[src/rtl/alu_pkg.sv]
// Shared ALU control codes (also used by the ALU control decoder) and the
// execute-unit state encoding.
package alu_pkg;

    localparam logic [3:0] ALU_AND = 4'b0000;
    localparam logic [3:0] ALU_OR  = 4'b0001;
    localparam logic [3:0] ALU_ADD = 4'b0010;
    localparam logic [3:0] ALU_MUL = 4'b0100;
    localparam logic [3:0] ALU_DIV = 4'b0101;
    localparam logic [3:0] ALU_SUB = 4'b0110;
    localparam logic [3:0] ALU_SLT = 4'b0111;
    localparam logic [3:0] ALU_NOR = 4'b1100;

    typedef enum logic [1:0] {
        IDLE,
        MUL,
        DIV,
        DONE
    } state_t;

endpackage

[src/rtl/muldiv_seq.sv]
// Iterative unsigned shift-add multiplier / restoring divider, one bit per
// cycle, sharing a single 2*WIDTH accumulator and iteration counter.
module muldiv_seq #(
    parameter int WIDTH = 32,
    parameter int CNT_W = $clog2(WIDTH + 1)
)(
    input  logic             clk,
    input  logic             rst_n,
    input  logic             kill,
    input  logic             start,
    input  logic             div_mode,
    input  logic [WIDTH-1:0] a,
    input  logic [WIDTH-1:0] b,
    output logic             done,
    output logic [WIDTH-1:0] lo,
    output logic [WIDTH-1:0] hi
);

    logic [2*WIDTH-1:0] acc;
    logic [2*WIDTH-1:0] acc_nxt;
    logic [WIDTH-1:0]   opnd;
    logic [CNT_W-1:0]   cnt;
    logic               mode_q;
    logic [WIDTH:0]     mul_sum;
    logic [WIDTH:0]     div_diff;

    // acc = {partial product, multiplier} for MUL, {remainder, quotient} for DIV
    always_comb begin
        mul_sum  = {1'b0, acc[2*WIDTH-1:WIDTH]} + (acc[0] ? {1'b0, opnd} : '0);
        div_diff = acc[2*WIDTH-1:WIDTH-1] - {1'b0, opnd};
        if (!mode_q)
            acc_nxt = {mul_sum, acc[WIDTH-1:1]};
        else if (!div_diff[WIDTH])
            acc_nxt = {div_diff[WIDTH-1:0], acc[WIDTH-2:0], 1'b1};
        else
            acc_nxt = {acc[2*WIDTH-2:0], 1'b0};
    end

    always_ff @(posedge clk) begin
        if (!rst_n) begin
            cnt    <= '0;
            acc    <= '0;
            opnd   <= '0;
            mode_q <= 1'b0;
        end else if (kill) begin
            cnt <= '0;
        end else if (start) begin
            cnt    <= CNT_W'(WIDTH);
            mode_q <= div_mode;
            opnd   <= div_mode ? b : a;
            acc    <= {{WIDTH{1'b0}}, (div_mode ? a : b)};
        end else if (cnt != '0) begin
            cnt <= cnt - CNT_W'(1);
            acc <= acc_nxt;
        end
    end

    // Final iteration result is taken combinationally so the caller registers
    // it on the same edge the counter expires.
    assign done = (cnt == CNT_W'(1));
    assign lo   = acc_nxt[WIDTH-1:0];
    assign hi   = acc_nxt[2*WIDTH-1:WIDTH];

endmodule

[src/rtl/alu_muldiv_unit.sv]
// Execute-stage ALU: single-cycle logic/arith ops plus iterative MUL/DIV,
// with valid/ready handshakes on both sides and registered results.
module alu_muldiv_unit
    import alu_pkg::*;
#(
    parameter int WIDTH = 32
)(
    input  logic             clk,
    input  logic             rst_n,
    input  logic             kill,
    input  logic             in_valid,
    output logic             in_ready,
    input  logic [3:0]       alu_ctrl,
    input  logic [WIDTH-1:0] op_a,
    input  logic [WIDTH-1:0] op_b,
    output logic             out_valid,
    input  logic             out_ready,
    output logic [WIDTH-1:0] res_lo,
    output logic [WIDTH-1:0] res_hi,
    output logic             zero,
    output logic             err
);

    localparam int CNT_W = $clog2(WIDTH + 1);

    state_t           state;
    logic             accept;
    logic             is_mul;
    logic             is_div;
    logic             seq_start;
    logic             seq_done;
    logic [WIDTH-1:0] seq_lo;
    logic [WIDTH-1:0] seq_hi;
    logic [WIDTH-1:0] sc_lo;
    logic [WIDTH-1:0] sc_hi;
    logic             sc_err;

    assign in_ready  = (state == IDLE) || (state == DONE && out_ready);
    assign accept    = in_valid && in_ready && !kill;
    assign is_mul    = (alu_ctrl == ALU_MUL);
    assign is_div    = (alu_ctrl == ALU_DIV);
    assign seq_start = accept && (is_mul || (is_div && op_b != '0));

    muldiv_seq #(
        .WIDTH (WIDTH),
        .CNT_W (CNT_W)
    ) u_seq (
        .clk      (clk),
        .rst_n    (rst_n),
        .kill     (kill),
        .start    (seq_start),
        .div_mode (is_div),
        .a        (op_a),
        .b        (op_b),
        .done     (seq_done),
        .lo       (seq_lo),
        .hi       (seq_hi)
    );

    // DIV only reaches this path on a zero divisor
    always_comb begin
        sc_lo  = '0;
        sc_hi  = '0;
        sc_err = 1'b0;
        case (alu_ctrl)
            ALU_ADD: sc_lo = op_a + op_b;
            ALU_SUB: sc_lo = op_a - op_b;
            ALU_AND: sc_lo = op_a & op_b;
            ALU_OR:  sc_lo = op_a | op_b;
            ALU_NOR: sc_lo = ~(op_a | op_b);
            ALU_SLT: sc_lo = {{(WIDTH-1){1'b0}}, ($signed(op_a) < $signed(op_b))};
            ALU_MUL: sc_lo = '0;
            ALU_DIV: begin
                sc_lo  = '1;
                sc_hi  = op_a;
                sc_err = 1'b1;
            end
            default: sc_err = 1'b1;
        endcase
    end

    always_ff @(posedge clk) begin
        if (!rst_n) begin
            state     <= IDLE;
            out_valid <= 1'b0;
            res_lo    <= '0;
            res_hi    <= '0;
            zero      <= 1'b0;
            err       <= 1'b0;
        end else if (kill) begin
            state     <= IDLE;
            out_valid <= 1'b0;
        end else begin
            case (state)
                IDLE, DONE: begin
                    if (accept) begin
                        if (seq_start) begin
                            state     <= is_mul ? MUL : DIV;
                            out_valid <= 1'b0;
                        end else begin
                            state     <= DONE;
                            out_valid <= 1'b1;
                            res_lo    <= sc_lo;
                            res_hi    <= sc_hi;
                            zero      <= (sc_lo == '0);
                            err       <= sc_err;
                        end
                    end else if (state == DONE && out_ready) begin
                        state     <= IDLE;
                        out_valid <= 1'b0;
                    end
                end
                MUL, DIV: begin
                    if (seq_done) begin
                        state     <= DONE;
                        out_valid <= 1'b1;
                        res_lo    <= seq_lo;
                        res_hi    <= seq_hi;
                        zero      <= (seq_lo == '0);
                        err       <= 1'b0;
                    end
                end
                default: state <= IDLE;
            endcase
        end
    end

endmodule

[config.mk]
export PLATFORM = sky130hd
export DESIGN_NAME = alu_muldiv_unit
export DESIGN_NICKNAME = d
export VERILOG_FILES = /design/src/rtl/alu_pkg.sv /design/src/rtl/muldiv_seq.sv /design/src/rtl/alu_muldiv_unit.sv
export SDC_FILE = /design/constraint.sdc
export NUM_CORES = 1
export LEC_CHECK = 0
export CAP_MARGIN = 0
export CORE_MARGIN = 2
export CORE_UTILIZATION = 51
export CTS_CLUSTER_DIAMETER = 40
export CTS_CLUSTER_SIZE = 30
export DETAILED_ROUTE_END_ITERATION = 12
export PLACE_DENSITY = 0.74
export SLEW_MARGIN = 20
export SYNTH_ARGS = -nofsm -noshare
export SYNTH_HDL_FRONTEND = slang
export SYNTH_SLANG_ARGS = --single-unit
[constraint.sdc]
create_clock -name clk -period 3.8 [get_ports clk]
set_clock_uncertainty 0.1 [all_clocks]
set_input_delay 0.76 -clock clk [delete_from_list [all_inputs] [get_ports clk]]
set_output_delay 0.76 -clock clk [all_outputs]
set_load 0.01 [all_outputs]
==> results.cfg <==
[run_status]
run_status = complete, but fails checks
failing_checks = negative setup slack

[worst_setup_path]
worstReg2RegEnd = zero
worst_setup_path_class = in -> reg
critPathCaptureType = flip-flop
worst_r2r_path_depth = 13
critical_path.max_fanout = 5
timing.rr.start = state[1]
cp_data_arrival_time_ps = 4320
setup.worst_path.start_class = input pin
r2r_slack_ps = 10
timing.critical_path.required_ps = 4070

[synth]
synth.cell_area_um2 = 17800
synthTopCellsByArea = sky130_fd_sc_hd__dfxtp_1, sky130_fd_sc_hd__ha_1, sky130_fd_sc_hd__a21oi_1
asyncSetResetFlopFracSynth_pct = 0
yosys_warnings = 0
syn_area_per_cell_um2 = 7.01
postSynth.topFlopCell = sky130_fd_sc_hd__dfxtp_1
synth_area_leader_cell = sky130_fd_sc_hd__dfxtp_1
synth.net_count = 2801
yosysSeqAreaShare_pct = 19.3
post_synth_num_cell_types = 92
syn_inst = 2543
number_of_flops_mapped_to_enable_cells_by_yosys = 0
postSynthRegisterBits = 172
synth_top_area_share_pct = 19.3

[sta]
slew-limit-headroom_pct = 35.4
crit_path_setup_slack_layout_ps = -254
worstMarginPinSlew_ps = 969
clock.fmax_mhz = 247
final_min_period_over_clock_period_pct = 107
fin_tns_setup_ps = -254
final-hold-violation-count = 0
grt_setup_unrepaired = true
finalWorstPathRequiredPeriod_ps = 4050
timing.final.setup_violations = 1
report.final.slew_viol_count = 0

[global_route]
vias_in_the_first_global_route = 21100
globalRoute.totalOverflow = 0
grt_pass1_wl_um = 120000
antenna_found_initial = 2
pin_count_of_the_biggest_net_entering_global_routing = 97
grt_util_all_layers_pct = 42.3

[route]
detail_route.iter0.violations = 3110
vias = 22500
drc_errors = 0
route.detailed.vias_per_inst = 6.29
detailed_router_iteration_count_before_antenna_repair = 9
drt-wirelength-per-cell_um = 22.4
routed_wl_um = 80000
route.antenna.remaining_nets = 0

[hold_path]
min_path_type = reg -> reg
worst_hold_startpoint = res_lo[29]
worstHoldEndpoint = res_lo[29]
min_path_cells = 2

[clock_network]
clkSinkCount = 172
cts_root_buf = sky130_fd_sc_hd__clkbuf_16
cts_max_level = 4
postCtsHoldBufs = 0
tritoncts = yes
cts_inserted_buffers = 17
cts.clk_slew.worst_paths_ps = 80
insertion_delay_ps = 460
cts-root-to-sink-buffers = 2

[final_layout]
diodes_inserted = 0
most-common-layout-cells = sky130_fd_sc_hd__buf_4, sky130_fd_sc_hd__a21oi_1, sky130_fd_sc_hd__nor2_1
final_nets = 3364
layout_commonest_cell = sky130_fd_sc_hd__buf_4
flow.area_growth_from_synthesis_pct = 42.8
drive_above_1_share_pct = 27.4
fill_cells = 2709

[die]
core-area_um2 = 34500
site_row_count = 68
floorplan.die.width_um = 191
die_height_um = 191
start_util_pct = 51.7
die-area_um2 = 36400
pin_count = 141

[power]
cellLeakagePower_nw = 11.3
power_density_nw_per_um2 = 426
vdd.ir_drop.worst_v = 0.000718

[placement]
place_ws_ps = -1310
routabilityCongestion = 1.04
place.detailed.hpwl_um = 59700
numPortBuffers = 140

[job]
max-cap-violations = 0
==> cell families (layout without fill, tap and decap cells) <==
family	count (synthesis)	in the layout	synth area share, %
AND/OR/NAND/NOR	843	843	21.7
adder cells (fa/ha/maj)	185	185	13.2
multiplexers	70	70	3.95
AO/OA/AOI/OAI	895	895	32.0
buffers and inverters	318	894	6.96
flip-flops	172	172	19.3
XOR/XNOR	60	60	2.95
==> cell usage after synthesis (all sizes together) (27+ instances only) <==
library cell and instances:
a221oi 29, nand2 272, inv 154, and2 44, nand3 45, nor3 41
nand2b 27, a21oi 353, xnor2 33, dfxtp 172, ha 181, nor2 280
buf 39, xor2 27, mux2i 68, clkbuf 122, a21o 41, o21ai 154
o211ai 68, a211oi 54
==> how the worst max path moves through the flow <==
| stage | start | to | depth (start not counted) |
|---|---|---|---|
| after floorplan | op_a[0] | zero | 15 |
| after global placement | op_a[1] | zero | 17 |
| after detailed placement | op_a[1] | zero | 17 |
| after CTS | op_b[25] | zero | 15 |
| after global routing | op_a[0] | zero | 15 |
| final | op_a[0] | zero | 17 |
==> critical path: stages <==
cell and delay [ps]:
sky130_fd_sc_hd__buf_8 80, sky130_fd_sc_hd__inv_4 30, sky130_fd_sc_hd__ha_4 150, sky130_fd_sc_hd__fa_2 370, sky130_fd_sc_hd__or2_4 250, sky130_fd_sc_hd__a221oi_4 310, sky130_fd_sc_hd__o21ai_2 120, sky130_fd_sc_hd__a21o_4 260
sky130_fd_sc_hd__buf_4 150, sky130_fd_sc_hd__a221oi_2 330, sky130_fd_sc_hd__o22ai_2 160, sky130_fd_sc_hd__nor4_2 240, sky130_fd_sc_hd__and4_1 240, sky130_fd_sc_hd__nand4_1 190, sky130_fd_sc_hd__nor4_2 300, sky130_fd_sc_hd__nand3b_1 140
sky130_fd_sc_hd__o41ai_2 230
==> metrics by stage <==
stage	instance area [um2]	util, %	cells	power, W	hold WS [ps]
floorplan	17800	-	2543	0.00572	349
detailed placement	23100	67.2	3489	0.00778	347
global route	25400	73.8	3574	0.0114	383
CTS	24700	71.7	3551	0.0102	357
global placement	23100	67.2	3489	0.00766	343
finish	25400	73.8	3574	0.0108	365
==> final cells by class <==
type	count	area, um2	share of cell area, %
clock inverters	14	149	0.585
clock buffers	18	429	1.69
flip-flops and latches	172	3450	13.6
multi-input cells	2053	14400	56.6
inverters	157	597	2.35
repair buffers	705	5840	22.9
well taps	455	569	2.24
==> report_power, final <==
part,total (W),internal [W],leakage (nW),switching [W]
Clock,0.00183,0.000931,0.284,0.000900
Sequential,0.00219,0.00201,1.40,0.000186
Combinational,0.00681,0.00314,9.60,0.00367
==> routing by layer <==
| layer | global-route usage [%] | part of all wire [%] | vias up |
|---|---|---|---|
| li1 | - | - | 10300 |
| met1 | 58.4 | 41 | 10600 |
| met2 | 64.5 | 43 | 1412 |
| met3 | 10.6 | 13 | 211 |
| met4 | 13.0 | 3.4 | 2 |
| met5 | 0 | 0.012 | - |
==> state kept, by name, summed over array words and instances (netlist names) <==
name and count:
out_valid 1, u_seq.cnt 6, state 2, zero 1
res_lo 32, u_seq.opnd 32, err 1, u_seq.acc 64
res_hi 32, u_seq.mode_q 1
==> timing repair <==
item	in CTS	in global routing
pin swaps	85	87
buffers inserted	30	24
gates cloned	1	0
setup endpoints to repair	77	62
resized for setup	211	176
No activity file was read; power rests on OpenSTA's default activity.
